## src/rtl/reset_sequencer_pkg.sv

```systemverilog
// gm64_reset_pkg: shared state type, default timing constants and stage indices for the reset sequencer.
package gm64_reset_pkg;
    typedef enum logic [1:0] {ASSERT, GAP, WAIT_READY, RUN} rst_seq_state_t;
    localparam int RST_NUM_STAGES     = 4;
    localparam int RST_HOLD_CYCLES    = 16;
    localparam int RST_STAGE_GAP      = 8;
    localparam int RST_TIMEOUT_CYCLES = 1024;
    localparam int STG_MEM = 0;
    localparam int STG_VIC = 1;
    localparam int STG_IO  = 2;
    localparam int STG_CPU = 3;
    function automatic int max3(int a, int b, int c);
        int m;
        m = (a > b) ? a : b;
        return (m > c) ? m : c;
    endfunction
endpackage

```

## src/rtl/reset_sequencer_if.sv

```systemverilog
// reset_sequencer_if: soft-reset request, per-stage ready/reset and status signals of the reset sequencer.
interface reset_sequencer_if #(parameter int NUM_STAGES = gm64_reset_pkg::RST_NUM_STAGES);
    localparam int IW = $clog2(NUM_STAGES);
    logic                  soft_req;
    logic [NUM_STAGES-1:0] stage_ready;
    logic [NUM_STAGES-1:0] stage_reset_n;
    logic [IW-1:0]         stage_idx;
    logic                  busy;
    logic                  sys_running;
    logic                  fault;
    logic [IW-1:0]         fault_stage;
    modport master (
        output soft_req, stage_ready,
        input  stage_reset_n, stage_idx, busy, sys_running, fault, fault_stage
    );
    modport slave (
        input  soft_req, stage_ready,
        output stage_reset_n, stage_idx, busy, sys_running, fault, fault_stage
    );
endinterface

```

## src/rtl/reset_delay_counter.sv

```systemverilog
// reset_delay_counter: clearable up-counter flagging done when it equals the terminal count.
module reset_delay_counter #(
    parameter int W = 11
) (
    input  logic         clk,
    input  logic         reset,
    input  logic         clr,
    input  logic [W-1:0] tc,
    output logic         done
);
    logic [W-1:0] cnt;
    always_ff @(posedge clk)
        cnt <= (reset || clr) ? '0 : cnt + W'(1);
    assign done = (cnt == tc);
endmodule

```

## src/rtl/reset_sequencer.sv

```systemverilog
// reset_sequencer: releases core subsystems from reset one stage at a time after hold and gap delays.
// Optional macro RESET_TIMEOUT_EN: a stage whose ready never arrives is forced through after a timeout and flagged.
module reset_sequencer
    import gm64_reset_pkg::*;
#(
    parameter int NUM_STAGES     = RST_NUM_STAGES,
    parameter int HOLD_CYCLES    = RST_HOLD_CYCLES,
    parameter int STAGE_GAP      = RST_STAGE_GAP,
    parameter int TIMEOUT_CYCLES = RST_TIMEOUT_CYCLES
) (
    input logic               clk,
    input logic               reset,
    reset_sequencer_if.slave  ifc
);
    localparam int IW = $clog2(NUM_STAGES);
    localparam int CW = $clog2(max3(HOLD_CYCLES, STAGE_GAP, TIMEOUT_CYCLES)) + 1;

    rst_seq_state_t        state, state_nxt;
    logic [NUM_STAGES-1:0] rel, rel_nxt;
    logic [IW-1:0]         idx, idx_nxt, fst, fst_nxt;
    logic                  run, run_nxt, flt, flt_nxt;
    logic                  clr, done, last, timeout;
    logic [CW-1:0]         tc;

    assign tc   = (state == ASSERT) ? CW'(HOLD_CYCLES - 1) :
                  (state == GAP)    ? CW'(STAGE_GAP - 1)   : CW'(TIMEOUT_CYCLES - 1);
    assign last = (idx == IW'(NUM_STAGES - 1));

    reset_delay_counter #(.W(CW)) u_cnt (
        .clk   (clk),
        .reset (reset),
        .clr   (clr),
        .tc    (tc),
        .done  (done)
    );

    always_comb begin
        state_nxt = state;
        rel_nxt   = rel;
        idx_nxt   = idx;
        run_nxt   = run;
        flt_nxt   = flt;
        fst_nxt   = fst;
        clr       = 1'b0;
        timeout   = 1'b0;
        unique case (state)
            ASSERT: if (done) begin
                state_nxt = GAP;
                clr       = 1'b1;
            end
            GAP: if (done) begin
                rel_nxt[idx] = 1'b1;
                state_nxt    = WAIT_READY;
                clr          = 1'b1;
            end
            WAIT_READY: begin
`ifdef RESET_TIMEOUT_EN
                timeout = done && !ifc.stage_ready[idx];
`else
                clr = 1'b1;
`endif
                if (ifc.stage_ready[idx] || timeout) begin
                    clr = 1'b1;
                    if (timeout) begin
                        flt_nxt = 1'b1;
                        fst_nxt = flt ? fst : idx;
                    end
                    if (last) begin
                        state_nxt = RUN;
                        run_nxt   = 1'b1;
                    end else begin
                        idx_nxt   = idx + IW'(1);
                        state_nxt = GAP;
                    end
                end
            end
            default: ;
        endcase
        // soft_req beats every other transition and keeps the hold counter at zero
        if (ifc.soft_req) begin
            state_nxt = ASSERT;
            rel_nxt   = '0;
            run_nxt   = 1'b0;
            idx_nxt   = '0;
            clr       = 1'b1;
        end
    end

    always_ff @(posedge clk) begin
        if (reset) begin
            state <= ASSERT;
            rel   <= '0;
            idx   <= '0;
            run   <= 1'b0;
            flt   <= 1'b0;
            fst   <= '0;
        end else begin
            state <= state_nxt;
            rel   <= rel_nxt;
            idx   <= idx_nxt;
            run   <= run_nxt;
            flt   <= flt_nxt;
            fst   <= fst_nxt;
        end
    end

    assign ifc.stage_reset_n = rel;
    assign ifc.stage_idx     = idx;
    assign ifc.busy          = (state != RUN);
    assign ifc.sys_running   = run;
    assign ifc.fault         = flt;
    assign ifc.fault_stage   = fst;
endmodule

```

## src/flat_wrapper.sv

```systemverilog
// flat-port wrapper written by rule: the top's interface ports become plain ports
module reset_sequencer_flat import gm64_reset_pkg::*;
#(
    parameter int NUM_STAGES     = RST_NUM_STAGES,
    parameter int HOLD_CYCLES    = RST_HOLD_CYCLES,
    parameter int STAGE_GAP      = RST_STAGE_GAP,
    parameter int TIMEOUT_CYCLES = RST_TIMEOUT_CYCLES
)
  (clk, reset, ifc_soft_req, ifc_stage_ready, ifc_stage_reset_n, ifc_stage_idx, ifc_busy, ifc_sys_running, ifc_fault, ifc_fault_stage);
  reset_sequencer_if #(.NUM_STAGES(NUM_STAGES)) ifc_i ();
  input logic clk;
  input logic reset;
  input wire logic [$bits(ifc_i.soft_req)-1:0] ifc_soft_req;
  input wire logic [$bits(ifc_i.stage_ready)-1:0] ifc_stage_ready;
  output wire logic [$bits(ifc_i.stage_reset_n)-1:0] ifc_stage_reset_n;
  output wire logic [$bits(ifc_i.stage_idx)-1:0] ifc_stage_idx;
  output wire logic [$bits(ifc_i.busy)-1:0] ifc_busy;
  output wire logic [$bits(ifc_i.sys_running)-1:0] ifc_sys_running;
  output wire logic [$bits(ifc_i.fault)-1:0] ifc_fault;
  output wire logic [$bits(ifc_i.fault_stage)-1:0] ifc_fault_stage;
  assign ifc_i.soft_req = ifc_soft_req;
  assign ifc_i.stage_ready = ifc_stage_ready;
  assign ifc_stage_reset_n = ifc_i.stage_reset_n;
  assign ifc_stage_idx = ifc_i.stage_idx;
  assign ifc_busy = ifc_i.busy;
  assign ifc_sys_running = ifc_i.sys_running;
  assign ifc_fault = ifc_i.fault;
  assign ifc_fault_stage = ifc_i.fault_stage;
  reset_sequencer #(.NUM_STAGES(NUM_STAGES), .HOLD_CYCLES(HOLD_CYCLES), .STAGE_GAP(STAGE_GAP), .TIMEOUT_CYCLES(TIMEOUT_CYCLES)) u_core (.clk(clk), .reset(reset), .ifc(ifc_i));
endmodule
```

## config.mk

```make
export PLATFORM = sky130hd
export DESIGN_NAME = reset_sequencer_flat
export DESIGN_NICKNAME = d
export VERILOG_FILES = /design/src/rtl/reset_sequencer_pkg.sv /design/src/rtl/reset_sequencer_if.sv /design/src/rtl/reset_delay_counter.sv /design/src/rtl/reset_sequencer.sv /design/src/flat_wrapper.sv
export SDC_FILE = /design/constraint.sdc
export NUM_CORES = 1
export LEC_CHECK = 0
export ABC_AREA = 0
export BUFFER_PORTS_ARGS = -buffer_cell sky130_fd_sc_hd__buf_2
export CAP_MARGIN = 20
export CORE_ASPECT_RATIO = 0.8
export CORE_MARGIN = 5
export CORE_UTILIZATION = 59
export CTS_BUF_LIST = sky130_fd_sc_hd__clkbuf_8
export DETAILED_ROUTE_END_ITERATION = 10
export GPL_TIMING_DRIVEN = 0
export PLACE_DENSITY = 0.88
export SLEW_MARGIN = 20
export SYNTH_ARGS = -nofsm -noshare
export SYNTH_HDL_FRONTEND = slang
export SYNTH_SLANG_ARGS = --single-unit
```

## constraint.sdc

```tcl
create_clock -name clk -period 3 [get_ports clk]
set_input_delay 0.3 -clock clk [delete_from_list [all_inputs] [get_ports clk]]
set_output_delay 0.3 -clock clk [all_outputs]
set_load 0.01 [all_outputs]
```

==> impl_metrics.env <==
export IMPL_status="complete, no violations"
export IMPL_min_to="u_core.state[0]"
export IMPL_port_buffers=14
export IMPL_vdd_ir_drop_max_mv=0.306
export IMPL_cp_start_kind="flip-flop"
export IMPL_reg2reg_to="u_core.state[0]"
export IMPL_place_congestion=0.760
export IMPL_rsz0062_at_grt="no"
export IMPL_cp_data_arrival_time_ps=2060
export IMPL_die_w_um=60.3
export IMPL_cts_buffer_depth=2
export IMPL_postSynthCellCount=118
export IMPL_nFillCells=150
export IMPL_cp_end_kind="flip-flop"
export IMPL_synth_area_per_cell_um2=10.1
export IMPL_crit_required_ps=3160
export IMPL_numCtsBuffers=3
export IMPL_clkSinkCount=20
export IMPL_remaining_drc_errors=0
export IMPL_hpwl_mm=1.72
export IMPL_gr_total_overflow=0
export IMPL_synth_area_mm2=0.00119
export IMPL_grt_max_degree=12
export IMPL_regToRegSetupSlack_ps=1110
export IMPL_synthAdderAreaFrac=0.105
export IMPL_dieArea_mm2=0.00303
export IMPL_cts_tree="yes"
export IMPL_synth_xor_area_frac=0.0808
export IMPL_postRouteAntennaNets=0
export IMPL_r2r_start="u_core.state[1]"
export IMPL_vias=900
export IMPL_ys_types=35
export IMPL_area_growth_pct=13.6
export IMPL_rows=14
export IMPL_clk_pin_slew_ps=70
export IMPL_placed_cells=158
export IMPL_ff_latch_area_um2=400
export IMPL_gr_usage_all_layers=0.172
export IMPL_final_common_cell="dfxtp_1"
export IMPL_hold_viol=0
export IMPL_start_util=0.625
export IMPL_cts_root_buffer="clkbuf_8"
export IMPL_postCtsHoldBufs=0
export IMPL_avgViaCountPerCell=5.56
export IMPL_grt_first_pass_wirelength_mm=3.88
export IMPL_setup_violations=0
export IMPL_critPathMaxFanout=9
export IMPL_min_period_ps=1890
export IMPL_power_per_cell_area_mw_per_mm2=369
export IMPL_period_share=0.631
export IMPL_holdPathStages=3
export IMPL_worstMarginPinSlew_ps=751
export IMPL_hold_class="input port to flip-flop"
export IMPL_yosys_area_share_simple=0.262
export IMPL_fmax_mhz=528
export IMPL_hp_start="reset"
export IMPL_antenna_found_initial=0
export IMPL_multi_input_area_um2=696
export IMPL_grt_pass1_vias=868
export IMPL_rr_worst_depth=7
export IMPL_slew_headroom=0.500
export IMPL_ctsResizeCount=0
export IMPL_routed_wl_mm=2.29
export IMPL_ys_ff_latch=20
export IMPL_die_height_um=50.2
export IMPL_antenna_cells=0
export IMPL_ios=18
export IMPL_synthMuxAreaShare=0.0525
export IMPL_layout_cells_non_filler=162
export IMPL_design_core_area_mm2=0.00191
export IMPL_nNetsFinal=156
export IMPL_finClkSkew_ps=5.78
export IMPL_h_tree_depth=1
export IMPL_drt_iter0_markers=19
export IMPL_layout_common_cells="dfxtp_1, buf_2, ha_1"
export IMPL_clock_latency_ps=270
export IMPL_ys_seq_area_frac=0.336
export IMPL_synth_top_family_by_area="simple AND/OR/NAND/NOR gates"
export IMPL_slew_violations=0
export IMPL_ys_async_sr_fraction=0
export IMPL_power_leakage_nw=0.546
export IMPL_setup_worst_path_class="flip-flop to flip-flop"
export IMPL_finalSetupTns_ps=0
export IMPL_wl_per_cell_um=14.1
export IMPL_synth_compound_area_frac=0.0735
export IMPL_post_cts_buffers=0
export IMPL_synthFlopType="dfxtp_1"
export IMPL_synth_edff_count=0
export IMPL_firstDrtPassIters=4
export IMPL_drv_cap=0
export IMPL_drive_gt1_frac=0.297
export IMPL_ys_warn_count=0
## cell usage after synthesis, drive strengths merged, types with 2 or more instances
cell    count  area share
dfxtp      20        0.34
nor3       13        0.10
nor2       11       0.039
ha         10        0.10
a31oi       6       0.031
xnor2       6       0.044
buf         5       0.038
inv         5       0.016
nand2       5       0.016
xor2        5       0.037
mux2i       4       0.034
nand3       4       0.017
nand4       3       0.016
clkbuf      2      0.0063
nand3b      2       0.013
nor4        2       0.016
o211a       2       0.017
## worst max-delay path: stages, from the launching register on
cell,delay (ps)
dfxtp_1,430
inv_1,110
ha_1,200
buf_6,150
xnor2_1,190
and4bb_4,260
o211a_1,250
o211a_1,200
## final cells by class
type                       count  area share
multi-input combinational     87       0.513
sequential                    20       0.295
buffer                         8      0.0628
timing repair buffer          14      0.0517
clock buffer                   4      0.0406
tap                           24      0.0222
inverter                       5      0.0139
## kinds of logic (layout without fill, tap and decap cells)
family / Yosys count / in the layout
flip-flops: 20 / 20
XOR/XNOR: 11 / 11
adder cells (fa/ha/maj): 10 / 10
AND/OR/NAND/NOR: 46 / 46
other: 1 / 3
buffers and inverters: 13 / 31
AO/OA/AOI/OAI: 12 / 12
multiplexers: 5 / 5
## registers in the layout (all words and copies together), names as in the netlist
signal / count
u_core.ifc.stage_idx: 2
u_core.ifc.sys_running: 1
u_core.u_cnt.cnt: 11
u_core.state: 2
u_core.ifc.stage_reset_n: 4
## worst max path at each step
stage | endpoint | start | slack (ps) | depth (start not counted)
6_report | u_core.state[0] | u_core.state[1] | 1110 | 7
5_1_grt | u_core.state[1] | u_core.state[1] | 1020 | 7
4_1_cts | u_core.state[0] | u_core.state[1] | 1100 | 7
3_5_place_dp | u_core.state[0] | u_core.state[1] | 1120 | 7
3_3_place_gp | u_core.state[0] | u_core.state[1] | 1180 | 7
2_1_floorplan | u_core.state[0] | u_core.state[1] | 1300 | 7
## per-layer routing
layer  share of wire  wire (µm)  GRT usage
met1            0.46       1060      0.215
met2            0.48       1090      0.273
met3           0.043         99     0.0538
met4           0.016         36     0.0664
met5               0          0          0
## through the flow
stage	cell area, µm²	power, mW	util	hold WS [ps]	setup WS (ps)
finish	1360	0.500	0.710	325	1110
global route	1360	0.521	0.710	356	1020
CTS	1360	0.508	0.710	317	1100
detailed placement	1300	0.295	0.681	463	1120
global placement	1300	0.294	0.681	447	1180
floorplan	1200	0.288	-	455	1300
## where the power goes
| group | total, mW | leakage [nW] | switching (mW) | internal [mW] |
|---|---|---|---|---|
| clock network | 0.211 | 0.0288 | 0.0941 | 0.117 |
| logic | 0.0213 | 0.356 | 0.0119 | 0.00935 |
| registers | 0.268 | 0.161 | 0.00131 | 0.267 |
(Power assumes the default switching activity.)
